<file path="src/rtl/mdio_mgmt_controller.sv">
// Clause-22 MDIO management master: one read or write frame per command.
// MDC and MDIO are registered; mdio_oen low means the FPGA drives the pin.
module mdio_mgmt_controller #(
  parameter int CLK_DIV      = 10,
  parameter int PREAMBLE_LEN = 32
) (
  input  logic        clk,
  input  logic        reset_n,
  input  logic        cmd_valid,
  output logic        cmd_ready,
  input  logic        cmd_write,
  input  logic [4:0]  cmd_phy_addr,
  input  logic [4:0]  cmd_reg_addr,
  input  logic [15:0] cmd_wr_data,
  output logic        rsp_valid,
  output logic [15:0] rsp_data,
  output logic        rsp_err,
  output logic        busy,
  output logic        mdc,
  output logic        mdio_out,
  output logic        mdio_oen,
  input  logic        mdio_in
);

  typedef enum logic [2:0] {
    IDLE,
    PRE,
    HDR,
    TA,
    DATA
  } state_t;

  localparam logic [7:0] DIV_MAX   = 8'(CLK_DIV - 1);
  localparam logic [5:0] PRE_CELLS = 6'(PREAMBLE_LEN);

  state_t      state;
  state_t      nxt_state;
  logic [7:0]  div;
  logic [5:0]  cnt;
  logic [5:0]  nxt_cnt;
  logic [31:0] shreg;
  logic [15:0] rd;
  logic        is_wr;
  logic        launch;
  logic        ta_bad;
  logic        cell_end;
  logic        accept;
  logic        drive;

  assign cell_end = mdc && (div == DIV_MAX);
  assign accept   = cmd_valid && cmd_ready
                 && (state == IDLE);
  assign drive    = (nxt_state == PRE)
                 || (nxt_state == HDR) || is_wr;

  // cnt holds the cells left in the current state, including this one
  always_comb begin
    nxt_state = state;
    nxt_cnt   = cnt - 6'd1;
    if (launch) begin
      nxt_cnt = cnt;
    end else if (cnt == 6'd1) begin
      unique case (state)
        PRE: begin
          nxt_state = HDR;
          nxt_cnt   = 6'd14;
        end
        HDR: begin
          nxt_state = TA;
          nxt_cnt   = 6'd2;
        end
        TA: begin
          nxt_state = DATA;
          nxt_cnt   = 6'd16;
        end
        default: begin
          nxt_state = IDLE;
          nxt_cnt   = 6'd0;
        end
      endcase
    end
  end

  always_ff @(posedge clk or negedge reset_n) begin
    if (!reset_n) begin
      state     <= IDLE;
      div       <= 8'd0;
      cnt       <= 6'd0;
      shreg     <= 32'd0;
      rd        <= 16'd0;
      is_wr     <= 1'b0;
      launch    <= 1'b0;
      ta_bad    <= 1'b0;
      cmd_ready <= 1'b0;
      rsp_valid <= 1'b0;
      rsp_data  <= 16'd0;
      rsp_err   <= 1'b0;
      busy      <= 1'b0;
      mdc       <= 1'b0;
      mdio_out  <= 1'b1;
      mdio_oen  <= 1'b1;
    end else begin
      rsp_valid <= 1'b0;
      if (state == IDLE) begin
        mdc      <= 1'b0;
        mdio_out <= 1'b1;
        mdio_oen <= 1'b1;
        div      <= 8'd0;
        if (accept) begin
          cmd_ready <= 1'b0;
          busy      <= 1'b1;
          launch    <= 1'b1;
          is_wr     <= cmd_write;
          rd        <= 16'd0;
          ta_bad    <= 1'b0;
          state     <= (PREAMBLE_LEN > 0) ? PRE : HDR;
          cnt       <= (PREAMBLE_LEN > 0) ? PRE_CELLS
                                          : 6'd14;
          // reads carry all-ones after the header: the pin is released
          shreg <= cmd_write
            ? {2'b01, 2'b01, cmd_phy_addr,
               cmd_reg_addr, 2'b10, cmd_wr_data}
            : {2'b01, 2'b10, cmd_phy_addr,
               cmd_reg_addr, 18'h3FFFF};
        end else begin
          cmd_ready <= 1'b1;
        end
      end else if (launch || cell_end) begin
        launch <= 1'b0;
        div    <= 8'd0;
        mdc    <= 1'b0;
        state  <= nxt_state;
        cnt    <= nxt_cnt;
        if (nxt_state == IDLE) begin
          busy      <= 1'b0;
          cmd_ready <= 1'b1;
          rsp_valid <= 1'b1;
          rsp_data  <= is_wr ? 16'd0 : rd;
          rsp_err   <= !is_wr && ta_bad;
          mdio_out  <= 1'b1;
          mdio_oen  <= 1'b1;
        end else begin
          mdio_oen <= !drive;
          if (nxt_state == PRE) begin
            mdio_out <= 1'b1;
          end else begin
            mdio_out <= drive ? shreg[31] : 1'b1;
            shreg    <= {shreg[30:0], 1'b0};
          end
        end
      end else if (div == DIV_MAX) begin
        div <= 8'd0;
        mdc <= 1'b1;
        if (!is_wr && state == TA && cnt == 6'd1)
          ta_bad <= mdio_in;
        if (!is_wr && state == DATA)
          rd <= {rd[14:0], mdio_in};
      end else begin
        div <= div + 8'd1;
      end
    end
  end

endmodule

</file>
<file path="config.mk">
export PLATFORM = sky130hd
export DESIGN_NAME = mdio_mgmt_controller
export DESIGN_NICKNAME = d
export VERILOG_FILES = /design/src/rtl/mdio_mgmt_controller.sv
export SDC_FILE = /design/constraint.sdc
export NUM_CORES = 1
export LEC_CHECK = 0
export BUFFER_PORTS_ARGS = -buffer_cell sky130_fd_sc_hd__buf_4
export CAP_MARGIN = 20
export CORE_MARGIN = 4
export CORE_UTILIZATION = 62
export DETAILED_ROUTE_END_ITERATION = 6
export GPL_ROUTABILITY_DRIVEN = 0
export PLACE_DENSITY = 0.89
export SYNTH_ARGS = -nofsm -noshare
export SYNTH_HDL_FRONTEND = slang
export SYNTH_SLANG_ARGS = --single-unit
</file>
<file path="constraint.sdc">
create_clock -name clk -period 3.6 [get_ports clk]
set_clock_uncertainty 0.2 [all_clocks]
set_input_delay 0.72 -clock clk [delete_from_list [all_inputs] [get_ports clk]]
set_output_delay 0.72 -clock clk [all_outputs]
set_load 0.005 [all_outputs]
</file>
==> impl_metrics.ini <==
[status]
status = finished, final reports clean

[sta]
finalSetupViolCount = 0
worst_pin_slew_ns = 0.842
final_max_slew_viol_count = 0
finalSetupTns_ns = 0
grt_setup_unrepaired = no
min_period_ns = 2.86
max_freq_mhz = 349
hold_violations = 0
maxSlewHeadroom_pct = 43.9
post-route-period-util_pct = 79.5

[synth]
syn_inst = 415
synth_seq_cells = 91
ys.flop_type = dfrtp_1
synth_edf_count = 0
seq_area_frac_synth_pct = 52.6
async_reset_ff_share_pct = 100
synth.cell_area_sq_um = 4330
synth_fp_nets = 450
syn_avg_cell_area_sq_um = 10.4
netlist-cell-type-count = 56
yosys_warnings = 0

[place]
portBuffers = 53
dp_cells = 543
hpwlAfterDp_um = 5940
placed_cell_area_sq_um = 4770

[power_and_ir_drop]
powerDensity_nw_per_um2 = 351
comb_power_share_pct = 2.9
pwr-share-clk_pct = 38.8
power_mw = 1.75
leakagePower_nw = 2.21
vdd_drop_max_v = 0.000179
pwr-share-seq_pct = 58.3
intPower_mw = 1.37
swShare_pct = 21.9
netSwitchingPower_mw = 0.385

[global_route]
grtUsageMet2_pct = 35.5
track_usage_pct = 22.2
antenna_found_initial = 0
grtUsageMet1_pct = 28.9
busiest_layer = met2
grt_max_degree = 92
grtUsageMet3_pct = 5.55
grt_pass1_vias = 3208
grt_overflow = 0
grt_pass1_wl_um = 15000

[setup_path]
crit_chain = or3_1 > nor2_1 > a31oi_1 > a21oi_1 > o22a_1
cpLargestDelayFamily = simple AND/OR/NAND/NOR gates
worst-r2r-cell-count = 5
cp_max_fo = 25
cpPeakStageDelay_ns = 0.68
cp.arrival_ns = 2.91
setup.worst_path.start = state[2]
end_kind = flip-flop
slowest_stage = dfrtp_1
cp_data_required_time_ns = 3.65
critPathKind = reg -> reg
r2r_slack_ns = 0.74
critical_path_buf_inv_count = 0
r2r_end = cnt[2]
reg2reg_from = state[2]
worst_setup_path_start_kind = flip-flop

[floorplanning]
core_area_sq_um = 6790
die_area_sq_um = 8390
num_rows = 30
start_util_pct = 63.8
die_y_um = 91.6
die_width_um = 91.6
io_pins = 54

[clock_network]
clk_latency_ns = 0.36
cts.path.max_buffers = 2
ctsResizeCount = 0
cts_tree = done
cts_inserted_buffers = 9
clk_pin_slew_ns = 0.09
h-tree-depth = 3
clock_sinks = 91
cts_setup_buffers = 0
clockRootBuffer = clkbuf_8
hold_buffers = 0

[run]
cap_violations = 0

[finish]
diodes = 0
layout.cells.non_filler = 560
stdcell_area_sq_um = 4990
fillers = 486
num-nets-final = 494
area.growth.synth_to_final_pct = 15.2
drive_gt1_share_pct = 22.2

[routing]
drc = 0
vias = 3253
dr.first_iter.drc_count = 221
dr.pass1.iters = 5
vias_per_cell = 5.81
ant_nets = 0
routed_wirelength_um = 8750
wl_per_cell_um = 15.6

[worst_hold_path]
min-delay-path-class = in -> async
power groups by stage:
| stage | clock, mW | sequential (mW) | combinational (mW) |
|---|---|---|---|
| CTS | 0.694 | 1.02 | 0.0487 |
| floorplan | 0 | 1.04 | 0.00203 |
| global placement | 0 | 1.04 | 0.0477 |
| finish | 0.680 | 1.02 | 0.0509 |
| detailed placement | 0 | 1.04 | 0.0487 |
| global route | 0.737 | 1.02 | 0.0574 |
layout make-up:
class,count,area [sq um],share of cell area (%)
multi-input combinational,291,1910,38.3
clock buffer,10,128,2.56
inverter,8,30.0,0.602
clock inverter,6,65.1,1.30
sequential,91,2280,45.7
tap,96,120,2.41
timing repair buffer,58,455,9.13
synthesized netlist by cell type (8+ instances only):
master | instances | area [sq um]
mux2_4 | 8 | 120
a21oi_1 | 15 | 75.1
or3_1 | 16 | 100
nand3_1 | 8 | 40.0
a22o_1 | 16 | 140
mux2i_1 | 11 | 110
nor2_1 | 24 | 90.1
clkbuf_1 | 17 | 63.8
o21ai_1 | 26 | 130
mux2_2 | 10 | 113
nand2_1 | 47 | 176
nor2b_1 | 17 | 106
o21ai_0 | 32 | 160
dfrtp_1 | 89 | 2230
inv_1 | 8 | 30.0
state kept, by name, summed over array words and instances (netlist names):
register   flops
launch         1
rd            16
cmd_ready      1
div            8
mdio_out       1
state          3
is_wr          1
rsp_valid      1
mdc            1
rsp_err        1
shreg         32
busy           1
mdio_oen       1
rsp_data      16
cnt            6
ta_bad         1
how the worst max path moves through the flow:
stage / endpoint / slack [ns] / cells after the start
CTS: cnt[2] / 0.79 / 5
floorplan: rsp_data[10] / 1.22 / 7
global placement: rd[3] / 0.93 / 4
detailed placement: cnt[2] / 0.81 / 5
finish: cnt[2] / 0.74 / 5
global route: cnt[2] / 0.48 / 5
cell families (layout without fill, tap and decap cells):
group	count (synthesis)	count (layout)	synth area share [%]
mux	29	29	7.91
simple gates	140	140	17.3
buf+inv	33	82	3.67
flops	91	91	52.6
fa+ha+maj	4	4	1.16
compound gates	111	111	16.0
xor+xnor	7	7	1.41
cell usage in the layout (no fill, tap or decap), drive strengths merged, types with 2 or more instances in the layout:
cell,count
a211oi,2
inv,9
nand4b,2
nand3,8
o21ai,59
clkbuf,10
xnor2,2
a22o,16
xor2,5
mux2i,11
nor4,3
o311ai,2
o2111ai,2
or3,17
a31oi,2
o31ai,2
clkinv,3
o22a,3
dfrtp,89
nor3b,2
nand2b,2
nor3,9
a21o,3
dfstp,2
ha,4
a21oi,15
and3,3
nand2,47
nor2,25
mux2,18
buf,58
nor2b,17
metrics by stage:
stage | util, % | setup slack (ns) | hold WS [ns]
finish | 73.4 | 0.738 | 0.0597
global route | 73.4 | 0.481 | 0.0692
CTS | 73.0 | 0.787 | 0.285
detailed placement | 70.2 | 0.808 | 0.265
global placement | 70.2 | 0.933 | 0.258
floorplan | - | 1.22 | 0.224
routing by layer:
metal  vias to the layer above  share of wire [%]
li1                       1565                  -
met1                      1567                 43
met2                       101                 49
met3                        20                5.7
met4                         0                2.0
met5                         -                  0
No activity file was read; power rests on OpenSTA's default activity.
